### config.mk
export PLATFORM = sky130hd
export DESIGN_NAME = bit_unpacker_flat
export DESIGN_NICKNAME = d
export VERILOG_FILES = /design/src/rtl/power2round_pkg.sv /design/src/rtl/bit_unpacker_if.sv /design/src/rtl/bit_unpack_buffer.sv /design/src/rtl/bit_unpacker.sv /design/src/flat_wrapper.sv
export SDC_FILE = /design/constraint.sdc
export NUM_CORES = 1
export LEC_CHECK = 0
export BUFFER_PORTS_ARGS = -buffer_cell sky130_fd_sc_hd__buf_2
export CORE_UTILIZATION = 35
export DETAILED_ROUTE_END_ITERATION = 7
export PLACE_DENSITY_LB_ADDON = 0.2
export SETUP_SLACK_MARGIN = 0.02
export SYNTH_ARGS = -nofsm -noshare
export SYNTH_HDL_FRONTEND = slang
export SYNTH_HIERARCHICAL = 1
export SYNTH_SLANG_ARGS = --single-unit
export TNS_END_PERCENT = 1
### constraint.sdc
create_clock -name clk -period 4.8 [get_ports clk]
set_clock_uncertainty 0.15 [all_clocks]
set_input_delay 0.96 -clock clk [delete_from_list [all_inputs] [get_ports clk]]
set_output_delay 0.96 -clock clk [all_outputs]
set_load 0.01 [all_outputs]
### src/rtl/power2round_pkg.sv
// Shared constants, state encoding and output mapping for the Power2Round coefficient path.
// Build macro BIT_UNPACKER_T0_CENTER_EN selects centered 14-bit signed t0 coefficients.
package power2round_pkg;

    localparam int COEF_W     = 13;
    localparam int WORD_W     = 64;
    localparam int N_COEF     = 256;
    localparam int N_WORD     = 52;
    localparam int IN_ADDR_W  = 6;
    localparam int OUT_ADDR_W = 8;
    localparam int BUF_W      = WORD_W + COEF_W - 1;
    localparam int FILL_W     = 7;

`ifdef BIT_UNPACKER_T0_CENTER_EN
    localparam int OUT_W = COEF_W + 1;
`else
    localparam int OUT_W = COEF_W;
`endif

    localparam logic [FILL_W-1:0] FILL_COEF = FILL_W'(COEF_W);
    localparam logic [FILL_W-1:0] FILL_WORD = FILL_W'(WORD_W);
    // A read issued at this level lands after one more emit, so the buffer never overflows.
    localparam logic [FILL_W-1:0] RD_THRESH = FILL_W'(2 * COEF_W - 1);

    typedef enum logic [1:0] {
        IDLE,
        PROCESS,
        DONE
    } state_e;

    function automatic logic [OUT_W-1:0] map_coef(input logic [COEF_W-1:0] raw);
`ifdef BIT_UNPACKER_T0_CENTER_EN
        return 14'd4096 - {1'b0, raw};
`else
        return raw;
`endif
    endfunction

endpackage

### src/rtl/bit_unpacker_if.sv
// Word-memory read port and coefficient-memory write port of the bit unpacker.
// The master side is the unpacker; the slave side is the memories and control.
interface bit_unpacker_if;
    import power2round_pkg::*;

    logic                  start;
    logic [WORD_W-1:0]     in;
    logic                  in_en;
    logic [IN_ADDR_W-1:0]  in_addr;
    logic [OUT_W-1:0]      out;
    logic                  out_en;
    logic [OUT_ADDR_W-1:0] out_addr;
    logic                  done;

    modport master (
        input  start, in,
        output in_en, in_addr, out, out_en, out_addr, done
    );

    modport slave (
        output start, in,
        input  in_en, in_addr, out, out_en, out_addr, done
    );

endinterface

### src/rtl/bit_unpack_buffer.sv
// LSB-first bit buffer: drops one 13-bit coefficient per cycle when available and
// appends an arriving 64-bit word directly above the remaining bits.
module bit_unpack_buffer
    import power2round_pkg::*;
(
    input  logic              clk,
    input  logic              reset,
    input  logic              clear_i,
    input  logic              word_valid_i,
    input  logic [WORD_W-1:0] word_i,
    output logic              emit_o,
    output logic [COEF_W-1:0] coef_o,
    output logic [FILL_W-1:0] fill_next_o
);

    logic [BUF_W-1:0]  buf_q, buf_d, buf_shifted;
    logic [FILL_W-1:0] fill_q, fill_d;

    // NOTE: every signal driven here gets a default first, so no path leaves it unassigned and no latch is inferred.
    always_comb begin
        emit_o      = (fill_q >= FILL_COEF);
        coef_o      = buf_q[COEF_W-1:0];
        buf_shifted = emit_o ? (buf_q >> COEF_W) : buf_q;
        fill_next_o = emit_o ? (fill_q - FILL_COEF) : fill_q;
        buf_d       = buf_shifted;
        fill_d      = fill_next_o;
        if (clear_i) begin
            buf_d  = '0;
            fill_d = '0;
        end else if (word_valid_i) begin
            buf_d  = buf_shifted | (BUF_W'(word_i) << fill_next_o);
            fill_d = fill_next_o + FILL_WORD;
        end
    end

    // NOTE: the buffer data is reset as well as the fill count: appends OR into the bits above fill, which must start at zero.
    // NOTE: non-blocking assignments so every register updates from pre-edge values.
    always_ff @(posedge clk) begin
        if (reset) begin
            buf_q  <= '0;
            fill_q <= '0;
        end else begin
            buf_q  <= buf_d;
            fill_q <= fill_d;
        end
    end

endmodule

### src/rtl/bit_unpacker.sv
// Unpacks 52 LSB-first packed 64-bit words into 256 13-bit coefficients, one per cycle.
// Build macro BIT_UNPACKER_T0_CENTER_EN emits 4096 - raw as 14-bit two's complement instead.
module bit_unpacker
    import power2round_pkg::*;
(
    input  logic           clk,
    input  logic           reset,
    bit_unpacker_if.master bus
);

    state_e                state_q, state_d;
    logic [IN_ADDR_W-1:0]  rd_cnt_q, rd_cnt_d;
    logic                  rd_pend_q, rd_pend_d;
    logic [OUT_ADDR_W-1:0] coef_cnt_q, coef_cnt_d;
    logic                  out_en_q, out_en_d;
    logic [OUT_ADDR_W-1:0] out_addr_q, out_addr_d;
    logic [OUT_W-1:0]      out_q, out_d;

    logic                  processing;
    logic                  in_en;
    logic                  done;
    logic                  last_write;
    logic                  emit;
    logic [COEF_W-1:0]     raw_coef;
    logic [FILL_W-1:0]     fill_next;

    bit_unpack_buffer u_buffer (
        .clk          (clk),
        .reset        (reset),
        .clear_i      (!processing),
        .word_valid_i (rd_pend_q),
        .word_i       (bus.in),
        .emit_o       (emit),
        .coef_o       (raw_coef),
        .fill_next_o  (fill_next)
    );

    assign processing = (state_q == PROCESS);
    assign last_write = out_en_q && (out_addr_q == OUT_ADDR_W'(N_COEF - 1));

    always_ff @(posedge clk) begin
        if (reset) begin
            state_q <= IDLE;
        end else begin
            state_q <= state_d;
        end
    end

    always_comb begin
        state_d = state_q;
        unique case (state_q)
            IDLE:    if (bus.start) state_d = PROCESS;
            PROCESS: if (last_write) state_d = DONE;
            DONE:    state_d = IDLE;
            default: state_d = IDLE;
        endcase
    end

    // One read in flight at a time, issued only when the word will fit after the next emit.
    always_comb begin
        in_en = processing && !rd_pend_q && (rd_cnt_q < IN_ADDR_W'(N_WORD))
                && (fill_next <= RD_THRESH);
        done  = (state_q == DONE);
    end

    always_comb begin
        rd_pend_d  = in_en;
        rd_cnt_d   = processing ? (rd_cnt_q + IN_ADDR_W'(in_en)) : '0;
        coef_cnt_d = processing ? (coef_cnt_q + OUT_ADDR_W'(emit)) : '0;
        out_en_d   = processing && emit;
        out_addr_d = out_addr_q;
        out_d      = out_q;
        if (processing && emit) begin
            out_addr_d = coef_cnt_q;
            out_d      = map_coef(raw_coef);
        end
    end

    always_ff @(posedge clk) begin
        if (reset) begin
            rd_cnt_q   <= '0;
            rd_pend_q  <= 1'b0;
            coef_cnt_q <= '0;
            out_en_q   <= 1'b0;
            out_addr_q <= '0;
            out_q      <= '0;
        end else begin
            rd_cnt_q   <= rd_cnt_d;
            rd_pend_q  <= rd_pend_d;
            coef_cnt_q <= coef_cnt_d;
            out_en_q   <= out_en_d;
            out_addr_q <= out_addr_d;
            out_q      <= out_d;
        end
    end

    assign bus.in_en    = in_en;
    assign bus.in_addr  = rd_cnt_q;
    assign bus.out      = out_q;
    assign bus.out_en   = out_en_q;
    assign bus.out_addr = out_addr_q;
    assign bus.done     = done;

endmodule
### src/flat_wrapper.sv
// flat-port wrapper written by rule: the top's interface ports become plain ports
module bit_unpacker_flat import power2round_pkg::*;
  (clk, reset, bus_start, bus_in, bus_in_en, bus_in_addr, bus_out, bus_out_en, bus_out_addr, bus_done);
  bit_unpacker_if bus_i ();
  input  logic clk;
  input  logic reset;
  input wire logic [$bits(bus_i.start)-1:0] bus_start;
  input wire logic [$bits(bus_i.in)-1:0] bus_in;
  output wire logic [$bits(bus_i.in_en)-1:0] bus_in_en;
  output wire logic [$bits(bus_i.in_addr)-1:0] bus_in_addr;
  output wire logic [$bits(bus_i.out)-1:0] bus_out;
  output wire logic [$bits(bus_i.out_en)-1:0] bus_out_en;
  output wire logic [$bits(bus_i.out_addr)-1:0] bus_out_addr;
  output wire logic [$bits(bus_i.done)-1:0] bus_done;
  assign bus_i.start = bus_start;
  assign bus_i.in = bus_in;
  assign bus_in_en = bus_i.in_en;
  assign bus_in_addr = bus_i.in_addr;
  assign bus_out = bus_i.out;
  assign bus_out_en = bus_i.out_en;
  assign bus_out_addr = bus_i.out_addr;
  assign bus_done = bus_i.done;
  bit_unpacker u_core (.clk(clk), .reset(reset), .bus(bus_i));
endmodule
==> out/summary.txt, run 1 <==
Top FF cell, synth = dfxtp_1
Status = completed
Delay of the slowest critical-path stage = 0.54 ns
Yosys reg bits = 122
Die area = 33800 um2
Final Max Slew Viols = 0
Row count = 66
DR vias/cell = 6.26
Post-route DRC = 0
Relative slew margins = 0.318
RSZ-0062 raised after global routing = no
Routed WL per cell = 24.1 um
Post-Syn Area = 11600 um2
Post-CTS Setup Inserts = 0
CTS tree = built
Fin Setup TNS = 0 ns
Setup violators final = 0
Post-DP HPWL = 35.4 mm
I/O Buffers = 96
CP Class = flip-flop to primary output
Worst-path clk slew = 0.07 ns
Die W = 184 um
Hold Crit Class = flip-flop to flip-flop
Tmin final = 4.50 ns
Clock root buffer = clkbuf_16
# resized after CTS = 0
Routed vias = 12500
Fin crit share = 0.938
Final Hold Fails = 0
Cell with the most instances after synthesis = nand2_1
Number of synthesized flops with an enable pin = 0
Top cells by count, synth = nand2_1 (260), nor2_1 (161), mux2i_1 (138)
GRT overflow = 0
Setup crit end kind = primary output
Total CTS buffers = 17
Fin nets = 1607
Worst Tran Pin Value = 1.01 ns
Diodes inserted = 0
Vias in the first global route = 11600
Slowest stage cell, crit path = o311a_2
Clk buf depth = 2
Drt total wl = 48.0 mm
Initial Utilization = 0.356
Max-cap violation count = 0
Cells taking the most area after synthesis = dfxtp_1 (21%), mux2i_1 (12%), nand2_1 (8.4%)
Total core area = 32500 um2
Critical Path RT = 3.69 ns
Die Y = 184 um
PwrDens = 256 nW/um2
Gpl congestion = 0.967
Syn nets = 1598
DR pass1 iterations = 8
Synth warn = 6
All-Layer GR Usage = 0.285
H-tree depth = 4
Tot Pwr = 3290 uW
P&R area growth vs syn = 11.1%
Sequential-to-total area share from yosys stat = 0.211
Syn avg cell area = 7.59 um2
Clock Latency Late Sink = 0.42 ns
Share of layout cells above drive strength 1 = 0.184
Max VDD drop = 0.000210 V
DP Area = 12200 um2
Clock sink count = 122
Hold_buf cts = 0
Fmax = 222 MHz
Pin count of the biggest net entering global routing = 69
Synth top area share = 0.211
# IOs = 97
Ys async rst share = 0
Lkg Pwr = 0.00445 uW
Final instance area = 12800 um2
Crit-path leading delay family = compound AO/OA/AOI/OAI gates
DRT antenna net count = 0
Cell variety after synth = 93
Setup crit start kind = flip-flop
Synth area leader = dfxtp_1
Final hold slack = 0.298 ns
Initial antenna violation count = 0
Worst path cell trace = ha_1 > o311a_2 > nor2_8 > inv_2 > a22o_1 > o21ai_2 > inv_2 > o211ai_1 > and4b_1 > buf_2
Crit Path Max Fanout = 44
WP buf/inv = 3
First-pass GRT wire length = 73.3 mm
Cell repeated most along the worst path = inv_2
Drt first-iter violations = 1692
Mapped Cells = 1525
Arrival @ worst endpoint = 3.39 ns
[tightest hold or removal path, delay by kind of cell (launching register included)]
family,cells,cell delay (ns)
flops,1,0.30
simple gates,1,0.05
compound gates,1,0.05
[worst paths after layout]
| kind | from | endpoint | slack [ns] | cells past startpoint |
|---|---|---|---|---|
| worst min-delay path | u_core/bus.out[7]$_SDFFE_PP0P_ | u_core/bus.out[7]$_SDFFE_PP0P_ | 0.30 | 2 |
| worst max-delay path | u_core/u_buffer/fill_q[0]$_SDFF_PP0_ | bus_in_en | 0.30 | 10 |
| worst min register to register | u_core/bus.out[7]$_SDFFE_PP0P_ | u_core/bus.out[7]$_SDFFE_PP0P_ | 0.30 | 2 |
| worst max register to register | u_core/u_buffer/fill_q[0]$_SDFF_PP0_ | u_core/u_buffer/buf_q[22]$_SDFF_PP0_ | 0.49 | 11 |
[layout by cell type (no fill, tap or decap), types with 7 or more instances in the layout]
cell / Yosys / routed
a32oi_1: 7 / 7
dfxtp_1: 122 / 120
buf_4: 30 / 41
a31oi_1: 37 / 37
mux2i_1: 138 / 138
or3_1: 10 / 10
mux4_2: 32 / 32
nor3_1: 15 / 15
and2_1: 14 / 14
a211oi_1: 16 / 16
nand2_1: 260 / 260
buf_2: 43 / 96
nor2_1: 161 / 160
o22ai_1: 41 / 41
nand3_1: 43 / 43
clkbuf_16: 0 / 17
a21oi_1: 116 / 116
mux2_2: 42 / 42
a221oi_1: 32 / 32
nor4_1: 10 / 10
nand2b_1: 8 / 8
and3_1: 14 / 14
inv_1: 10 / 10
o21ai_0: 60 / 60
o211ai_1: 14 / 14
a22oi_1: 9 / 9
[state kept, by name (all words and copies together), names as in the netlist]
name	count
u_core/rd_pend_q	1
u_core/u_buffer/fill_q	7
u_core/bus.out_en	1
u_core/state_q	2
u_core/u_buffer/buf_q	76
u_core/coef_cnt_q	8
u_core/bus.in_addr	6
u_core/bus.out	13
u_core/bus.out_addr	8
[layer usage]
| metal | track usage | wire length [um] | part of all wire |
|---|---|---|---|
| met5 | 0 | 0 | 0 |
| met4 | 0.131 | 2260 | 0.047 |
| met2 | 0.427 | 20800 | 0.43 |
| met3 | 0.0469 | 3890 | 0.081 |
| met1 | 0.396 | 21000 | 0.44 |
[report_power, final]
group          switching, uW  internal, uW  leakage [uW]
clock network            511           902      0.000307
registers               14.0          1030      0.000986
logic                    562           276       0.00316
total                   1090          2200       0.00445
[metrics by stage]
| stage | setup slack [ns] | utilization | cells |
|---|---|---|---|
| 5_1_grt | 0.117 | 0.395 | 1989 |
| 3_5_place_dp | 0.671 | 0.375 | 1957 |
| 3_3_place_gp | 0.636 | 0.375 | 1957 |
| 2_1_floorplan | 0.804 | - | 1525 |
| 6_report | 0.296 | 0.395 | 1989 |
| 4_1_cts | 0.299 | 0.395 | 1989 |
[cells by family after synthesis]
group / Yosys count / share of synthesized area
adders and majority gates: 6 / 0.00649
and+or+nand+nor: 568 / 0.214
muxes: 212 / 0.223
xor gates and xnor gates: 6 / 0.00454
buffers and inverters: 165 / 0.0707
DFF: 122 / 0.211
AOI/OAI and AO/OA: 446 / 0.270
[layout make-up]
| type | count | area (um2) |
|---|---|---|
| fill | 3398 | 19700 |
| multi-input combinational | 1238 | 8330 |
| sequential | 122 | 2450 |
| timing repair buffer | 138 | 808 |
| tap | 442 | 553 |
| clock buffer | 19 | 453 |
| clock inverter | 13 | 189 |
| inverter | 17 | 66.3 |
Power figures use the tool's default switching activity.
==> inputs of run 2 (changes only) <==
- clock period: 4.8 -> 3.7 ns (I/O delays scaled with it)
==> run 2 against run 1 <==
Compared with the run above: the run now ends with setup timing left; highest routed layer unchanged; combinational power up 45%; setup slack worse by 0.30 ns; sequential cell count is the same; die area stayed put; routed wire length rose by 5.0%; power is 32% higher; clock power increased by 27%; first-iteration DRC count is 0.83% lower; utilization rose by 2.7 points; count of clock-buffer cells in the layout increased by 3; non-clock buffer count increased by 92; critical path depth is 1 lower.
==> out/summary.txt, run 2 (same netlist as run 1, synthesis figures left out) <==
Hold Crit Start = u_core/u_buffer/buf_q[10]$_SDFF_PP0_ (was u_core/bus.out[7]$_SDFFE_PP0P_)
Gpl congestion = 1.03 (was 0.967)
PwrDens = 316 nW/um2 (was 256 nW/um2)
Clock Latency Late Sink = 0.43 ns (was 0.42 ns)
Fill cells = 3448 (was 3398)
Arrival @ worst endpoint = 3.85 ns (was 3.39 ns)
Hold Crit Class = flip-flop to flip-flop (unchanged)
Fin crit share = 1.00
Tmin final = 3.70 ns
Commonest non-fill, non-tap cell in the layout = nand2_1 (unchanged)
All-Layer GR Usage = 0.297 (was 0.285)
Clock root buffer = clkbuf_16 (unchanged)
Clock sink count = 122 (unchanged)
I/O Buffers = 96 (unchanged)
Post-route DRC = 0 (unchanged)
Setup crit start kind = flip-flop (unchanged)
Die Y = 184 um (unchanged)
Clk pwr share = 0.411 (was 0.429)
Worst Tran Pin Value = 0.977 ns (was 1.01 ns)
Fin worst setup slack = -0.00460 ns (was 0.296 ns)
Fmax = 270 MHz
Sequential power share = 0.310 (was 0.316)
RSZ-0062 raised after global routing = yes (was no)
Drt total wl = 50.4 mm (was 48.0 mm)
Setup violators final = 1 (was 0)
Clk buf depth = 2 (unchanged)
Total CTS buffers = 17 (unchanged)
Setup crit end kind = flip-flop (was primary output)
Routed vias = 13000 (was 12500)
Relative slew margins = 0.346 (was 0.318)
Tot Pwr = 4350 uW (was 3290 uW)
Pin count of the biggest net entering global routing = 68 (was 69)
Reg2reg end = u_core/u_buffer/buf_q[67]$_SDFF_PP0_ (was u_core/u_buffer/buf_q[22]$_SDFF_PP0_)
Die W = 184 um (unchanged)
Max-cap violation count = 0 (unchanged)
GRT overflow = 0 (unchanged)
First-pass GRT wire length = 75.9 mm (was 73.3 mm)
Vias in the first global route = 12000 (was 11600)
Crit Path Max Fanout = 12 (was 44)
Reg2Reg Depth = 9 (was 11)
Power Internal = 2930 uW (was 2200 uW)
Post-DP HPWL = 37.8 mm (was 35.4 mm)
R2R Setup Slk = -0.005 ns (was 0.49 ns)
Max VDD drop = 0.000274 V (was 0.000210 V)
Switch Pwr = 1420 uW (was 1090 uW)
Die area = 33800 um2 (unchanged)
Comb pwr share = 0.279 (was 0.255)
Total core area = 32500 um2 (unchanged)
Drt first-iter violations = 1678 (was 1692)
Critical Path RT = 3.85 ns (was 3.69 ns)
Final Hold Fails = 0 (unchanged)
H-tree depth = 4 (unchanged)
Hold endpoint = u_core/bus.out[10]$_SDFFE_PP0P_ (was u_core/bus.out[7]$_SDFFE_PP0P_)
Initial antenna violation count = 0 (unchanged)
Lkg Pwr = 0.00494 uW (was 0.00445 uW)
DP Area = 13000 um2 (was 12200 um2)
Hold_buf cts = 0 (unchanged)
Share of layout cells above drive strength 1 = 0.234 (was 0.184)
Initial Utilization = 0.356 (unchanged)
DR vias/cell = 6.24 (was 6.26)
P&R area growth vs syn = 18.7% (was 11.1%)
Worst-path clk slew = 0.06 ns (was 0.07 ns)
Status = finished, violations left (was completed)
Failing checks = setup timing
FF+latch area = 2450 um2 (about the same)
CP Class = flip-flop to flip-flop (was flip-flop to primary output)
Final instance area = 13700 um2 (was 12800 um2)
Row count = 66 (unchanged)
Fin nets = 1700 (was 1607)
Multi-input gate area = 8380 um2 (was 8330 um2)
Hold Crit Depth = 2 (unchanged)
Switching share of power = 0.326 (was 0.330)
Final Max Slew Viols = 0 (unchanged)
DR pass1 iterations = 7 (was 8)
Worst Setup SP = u_core/u_buffer/fill_q[5]$_SDFF_PP0_ (was u_core/u_buffer/fill_q[0]$_SDFF_PP0_)
DRT antenna net count = 0 (unchanged)
Worst flop-to-flop path startpoint = u_core/u_buffer/fill_q[5]$_SDFF_PP0_ (was u_core/u_buffer/fill_q[0]$_SDFF_PP0_)
Max reg flops = 76 (unchanged)
# IOs = 97 (unchanged)
Most flops, register = u_core/u_buffer/buf_q (unchanged)
Most frequent cells in the layout = nand2_1 (260), nor2_1 (160), mux2i_1 (138) (unchanged)
CTS tree = built (unchanged)
Diodes inserted = 0 (unchanged)
Routed WL per cell = 24.2 um (was 24.1 um)
-- run 2: cell count changes in the layout (fill, tap and decap cells not counted), moves of 2 or more --
cell,delta
buf_12,+8
buf_6,+2
buf_4,+80
inv_6,-3
clkbuf_8,+3
-- run 2: worst max-delay path by stage --
stage,endpoint,slack [ns],cells past startpoint
3_3_place_gp,u_core/u_buffer/buf_q[53]$_SDFF_PP0_,0.05,11
4_1_cts,bus_in_en,0.02,11
5_1_grt,bus_in_en,-0.01,11
3_5_place_dp,u_core/u_buffer/buf_q[68]$_SDFF_PP0_,0.05,12
2_1_floorplan,u_core/bus.in_addr[5]$_SDFF_PP0_,-0.01,18
6_report,u_core/u_buffer/buf_q[67]$_SDFF_PP0_,-0.005,9
-- run 2: per-layer routing --
layer | up-vias | GRT usage | wire (um)
met2 | 735 | 0.459 | 22500
met3 | 103 | 0.0462 | 4200
met1 | 6232 | 0.408 | 21700
li1 | 5915 | - | -
met4 | 0 | 0.125 | 2030
met5 | - | 0 | 0
-- run 2: stage by stage --
stage                TNS, ns  cells  hold WS, ns  setup slack, ns   util
floorplan            -0.0138   1525        0.272          -0.0138      -
global placement           0   2044        0.288           0.0504  0.399
detailed placement         0   2044        0.287           0.0515  0.399
CTS                        0   2080        0.297           0.0184  0.421
global route        -0.00993   2082        0.318         -0.00993  0.422
finish              -0.00460   2082        0.298         -0.00460  0.422
-- run 2: layout make-up --
| class | count | area share |
|---|---|---|
| sequential | 122 | 0.178 |
| clock inverter | 10 | 0.0101 |
| clock buffer | 22 | 0.0360 |
| tap | 442 | 0.0403 |
| multi-input combinational | 1239 | 0.610 |
| inverter | 17 | 0.00501 |
| timing repair buffer | 230 | 0.120 |
-- run 2: critical path: stages, from the launching register on --
cell and delay, ns:
dfxtp_1 0.47, or4_1 0.70, nor2_2 0.32, buf_4 0.28
a221oi_1 0.22, mux2_2 0.33, o21ai_0 0.49, mux2i_1 0.28
o211ai_1 0.26, nand2_1 0.08
-- run 2: what timing repair did --
item,CTS,global route
setup buffers,2,2
gates cloned,2,0
pin swaps,2,3
setup endpoints to repair,1,4
resized for setup,5,6
-- run 2: power by group through the flow --
stage / clock network [uW] / registers (uW) / logic (uW)
final: 1790 / 1350 / 1210
after global routing: 1880 / 1350 / 1270
after CTS: 1810 / 1350 / 1170
after detailed placement: 0 / 1380 / 1150
after global placement: 0 / 1380 / 1160
after floorplan: 0 / 1370 / 650
==> inputs of run 3 (changes only) <==
- SYNTH_HIERARCHICAL: 1 -> default
==> run 3 against run 2 <==
Compared with the run above: the run now ends clean; routed wire length increased by 7.0%; non-clock buffer count decreased by 7; utilization decreased by 0.65 points; sequential cell count unchanged; critical path depth decreased by 1; register-to-register slack improved by 0.15 ns; synthesized cell count about the same; highest routed layer unchanged.
==> out/summary.txt, run 3 <==
Clock root buffer = clkbuf_16 (unchanged)
Post-route DRC = 0 (unchanged)
Routed vias = 13700 (was 13000)
Fin worst setup slack = 0.116 ns (was -0.00460 ns)
H-tree depth = 4 (unchanged)
Reg2Reg Depth = 9 (unchanged)
Switch Pwr = 1290 uW (was 1420 uW)
Die W = 190 um (was 184 um)
Drt total wl = 53.9 mm (was 50.4 mm)
Clk pwr share = 0.442 (was 0.411)
Worst flop-to-flop path startpoint = u_core.u_buffer.fill_q[0]$_SDFF_PP0_ (was u_core/u_buffer/fill_q[5]$_SDFF_PP0_)
Relative slew margins = 0.128 (was 0.346)
Top cells by count, synth = nand2_1 (219), dfxtp_1 (122), nor2_1 (117) (was nand2_1 (260), nor2_1 (161), mux2i_1 (138))
Syn nets = 1597 (was 1598)
Post-Layout Cell Count = 2078 (was 2082)
RSZ-0062 raised after global routing = no (was yes)
Fin crit share = 0.969 (was 1.00)
Tmin final = 3.58 ns (was 3.70 ns)
Die area = 36000 um2 (was 33800 um2)
Hold Crit Class = flip-flop to flip-flop (unchanged)
Ys async rst share = 0 (unchanged)
# IOs = 97 (unchanged)
First-pass GRT wire length = 82.0 mm (was 75.9 mm)
Crit-path leading delay family = simple AND/OR/NAND/NOR gates (unchanged)
Status = completed (was finished, violations left)
P&R area growth vs syn = 16.8% (was 18.7%)
Clock Latency Late Sink = 0.43 ns (about the same)
Sequential power share = 0.331 (was 0.310)
Slowest stage cell, crit path = or4_4 (was or4_1)
Sequential-to-total area share from yosys stat = 0.198 (was 0.211)
Total core area = 34600 um2 (was 32500 um2)
Hold_buf cts = 0 (unchanged)
Synth top area share = 0.198 (was 0.211)
Yosys reg bits = 122 (unchanged)
Initial Utilization = 0.356 (about the same)
Post-Syn Area = 12300 um2 (was 11600 um2)
Fin nets = 1683 (was 1700)
Routed WL per cell = 25.9 um (was 24.2 um)
Pin count of the biggest net entering global routing = 90 (was 68)
Drt first-iter violations = 1718 (was 1678)
Worst setup endpoint = bus_in_en (was u_core/u_buffer/buf_q[67]$_SDFF_PP0_)
Row count = 68 (was 66)
Total CTS buffers = 17 (unchanged)
PwrDens = 281 nW/um2 (was 316 nW/um2)
Power Internal = 2750 uW (was 2930 uW)
Setup violators final = 0 (was 1)
Clock sink count = 122 (unchanged)
Vias in the first global route = 12600 (was 12000)
Final Max Slew Viols = 0 (unchanged)
Syn avg cell area = 8.09 um2 (was 7.59 um2)
Max reg flops = 76 (unchanged)
Inst Count DP = 2046 (was 2044)
Worst-path clk slew = 0.07 ns (was 0.06 ns)
Final hold slack = 0.284 ns (was 0.298 ns)
Switching share of power = 0.320 (was 0.326)
DRT antenna net count = 0 (unchanged)
Comb pwr share = 0.227 (was 0.279)
Stages on worst setup path = 8 (was 9)
Final Hold Fails = 0 (unchanged)
Number of synthesized flops with an enable pin = 0 (unchanged)
I/O Buffers = 96 (unchanged)
Setup crit end kind = primary output (was flip-flop)
DR vias/cell = 6.62 (was 6.24)
Gpl congestion = 1.01 (was 1.03)
Synth warn = 0 (was 6)
All-Layer GR Usage = 0.299 (was 0.297)
Top FF cell, synth = dfxtp_1 (unchanged)
Worst Tran Pin Value = 1.31 ns (was 0.977 ns)
DR pass1 iterations = 6 (was 7)
CP Class = flip-flop to primary output (was flip-flop to flip-flop)
Delay of the slowest critical-path stage = 0.48 ns (was 0.70 ns)
Fmax = 279 MHz (was 270 MHz)
Setup crit start kind = flip-flop (unchanged)
Worst Setup SP = u_core.u_buffer.fill_q[1]$_SDFF_PP0_ (was u_core/u_buffer/fill_q[5]$_SDFF_PP0_)
Share of layout cells above drive strength 1 = 0.258 (was 0.234)
Cell variety after synth = 92 (was 93)
Fin util = 0.416 (was 0.422)
Commonest non-fill, non-tap cell in the layout = nand2_1 (unchanged)
Initial antenna violation count = 0 (unchanged)
Most flops, register = u_core.u_buffer.buf_q (was u_core/u_buffer/buf_q)
Reg2reg end = u_core.u_buffer.buf_q[24]$_SDFF_PP0_ (was u_core/u_buffer/buf_q[67]$_SDFF_PP0_)
R2R Setup Slk = 0.15 ns (was -0.005 ns)
Worst path cell trace = buf_4 > or4_4 > buf_4 > o21a_1 > a211o_1 > and3_4 > nor3_4 > buf_2 (was or4_1 > nor2_2 > buf_4 > a221oi_1 > mux2_2 > o21ai_0 > mux2i_1 > o211ai_1 > nand2_1)
Max VDD drop = 0.000354 V (was 0.000274 V)
Lkg Pwr = 0.00512 uW (was 0.00494 uW)
Diodes inserted = 0 (unchanged)
DP Worst Slack = 0.199 ns (was 0.0515 ns)
Clk buf depth = 2 (unchanged)
Critical Path RT = 2.81 ns (was 3.85 ns)
WP buf/inv = 3 (was 1)
Crit Path Max Fanout = 13 (was 12)
CTS tree = built (unchanged)
Most frequent cells in the layout = nand2_1 (217), dfxtp_1 (118), nor2_1 (116) (was nand2_1 (260), nor2_1 (160), mux2i_1 (138))
Die Y = 190 um (was 184 um)
Max-cap violation count = 0 (unchanged)
GRT overflow = 0 (unchanged)
Cell repeated most along the worst path = buf_4
Post-DP HPWL = 41.4 mm (was 37.8 mm)
Mapped Cells = 1524 (was 1525)
Synth area leader = dfxtp_1 (unchanged)
Cell with the most instances after synthesis = nand2_1 (unchanged)
Cells taking the most area after synthesis = dfxtp_1 (20%), mux4_2 (14%), nand2_1 (6.7%) (was dfxtp_1 (21%), mux2i_1 (12%), nand2_1 (8.4%))
Arrival @ worst endpoint = 2.69 ns (was 3.85 ns)
## run 3: changes by cell type after synthesis, moves of 16 or more
| cell | change |
|---|---|
| o211ai_1 | +28 |
| mux4_2 | +47 |
| nor2_1 | -44 |
| buf_4 | -22 |
| mux2i_1 | -59 |
| buf_2 | +16 |
| a21oi_1 | -31 |
| o31ai_1 | +25 |
| a31oi_1 | +27 |
| nand4_1 | +36 |
| nand2_1 | -41 |
## run 3: timing repair
action,CTS,global route
setup endpoints to repair,1,2
pin swaps,2,1
buffers inserted,1,0
resized for setup,7,3
## run 3: worst min path at each step
stage / start / to / cells past startpoint
2_1_floorplan: u_core.state_q[1]$_SDFFE_PP0P_ / u_core.state_q[0]$_SDFFE_PP0P_ / 1
5_1_grt: u_core.u_buffer.buf_q[7]$_SDFF_PP0_ / u_core.bus.out[7]$_SDFFE_PP0P_ / 2
3_3_place_gp: u_core.state_q[1]$_SDFFE_PP0P_ / u_core.state_q[0]$_SDFFE_PP0P_ / 1
4_1_cts: u_core.state_q[1]$_SDFFE_PP0P_ / u_core.state_q[0]$_SDFFE_PP0P_ / 1
6_report: u_core.state_q[1]$_SDFFE_PP0P_ / u_core.state_q[0]$_SDFFE_PP0P_ / 1
3_5_place_dp: u_core.state_q[1]$_SDFFE_PP0P_ / u_core.state_q[0]$_SDFFE_PP0P_ / 1
## run 3: power by group through the flow
stage          clock, uW  sequential, uW  combinational [uW]
3_3_place_gp           0            1370                 886
6_report            1790            1340                 919
5_1_grt             1870            1340                 965
4_1_cts             1820            1340                 891
3_5_place_dp           0            1370                 886
2_1_floorplan          0            1360                 501
## run 3: cell type report
| type | count | area (um2) |
|---|---|---|
| clock buffer | 17 | 425 |
| clock inverter | 15 | 199 |
| fill | 3591 | 20200 |
| inverter | 15 | 56.3 |
| multi-input combinational | 1231 | 9110 |
| sequential | 122 | 2450 |
| tap | 455 | 569 |
| timing repair buffer | 223 | 1580 |
## run 3: metal layers
layer	wire, um	part of all wire	GRT usage
met1	23200	0.43	0.420
met3	5260	0.098	0.0629
met2	23800	0.44	0.454
met4	1630	0.030	0.0952
met5	0	0	0
## run 3: cell families (layout without fill, tap and decap cells)
group	Yosys count	after routing	share of synthesized area
AOI/OAI and AO/OA	483	483	0.278
xor gates and xnor gates	10	10	0.00711
adders and majority gates	6	6	0.00609
buffers and inverters	171	270	0.0681
DFF	122	122	0.198
muxes	190	190	0.238
and+or+nand+nor	542	542	0.205
## run 3: worst register-to-register path: stages, from the launching register on
cell and delay (ns):
dfxtp_4 0.40, ha_1 0.27, and3_2 0.30, nor3_4 0.22, inv_2 0.08, a222oi_1 1.00, nor2_1 0.22, nor3_1 0.42
o22ai_1 0.23, o22ai_1 0.21
## run 3: metrics by stage
stage / instance area [um2] / total power [uW] / TNS [ns]
6_report: 14400 / 4050 / 0
2_1_floorplan: 12300 / 1860 / -0.347
3_5_place_dp: 13700 / 2250 / 0
4_1_cts: 14400 / 4050 / 0
5_1_grt: 14400 / 4170 / 0
3_3_place_gp: 13700 / 2250 / 0
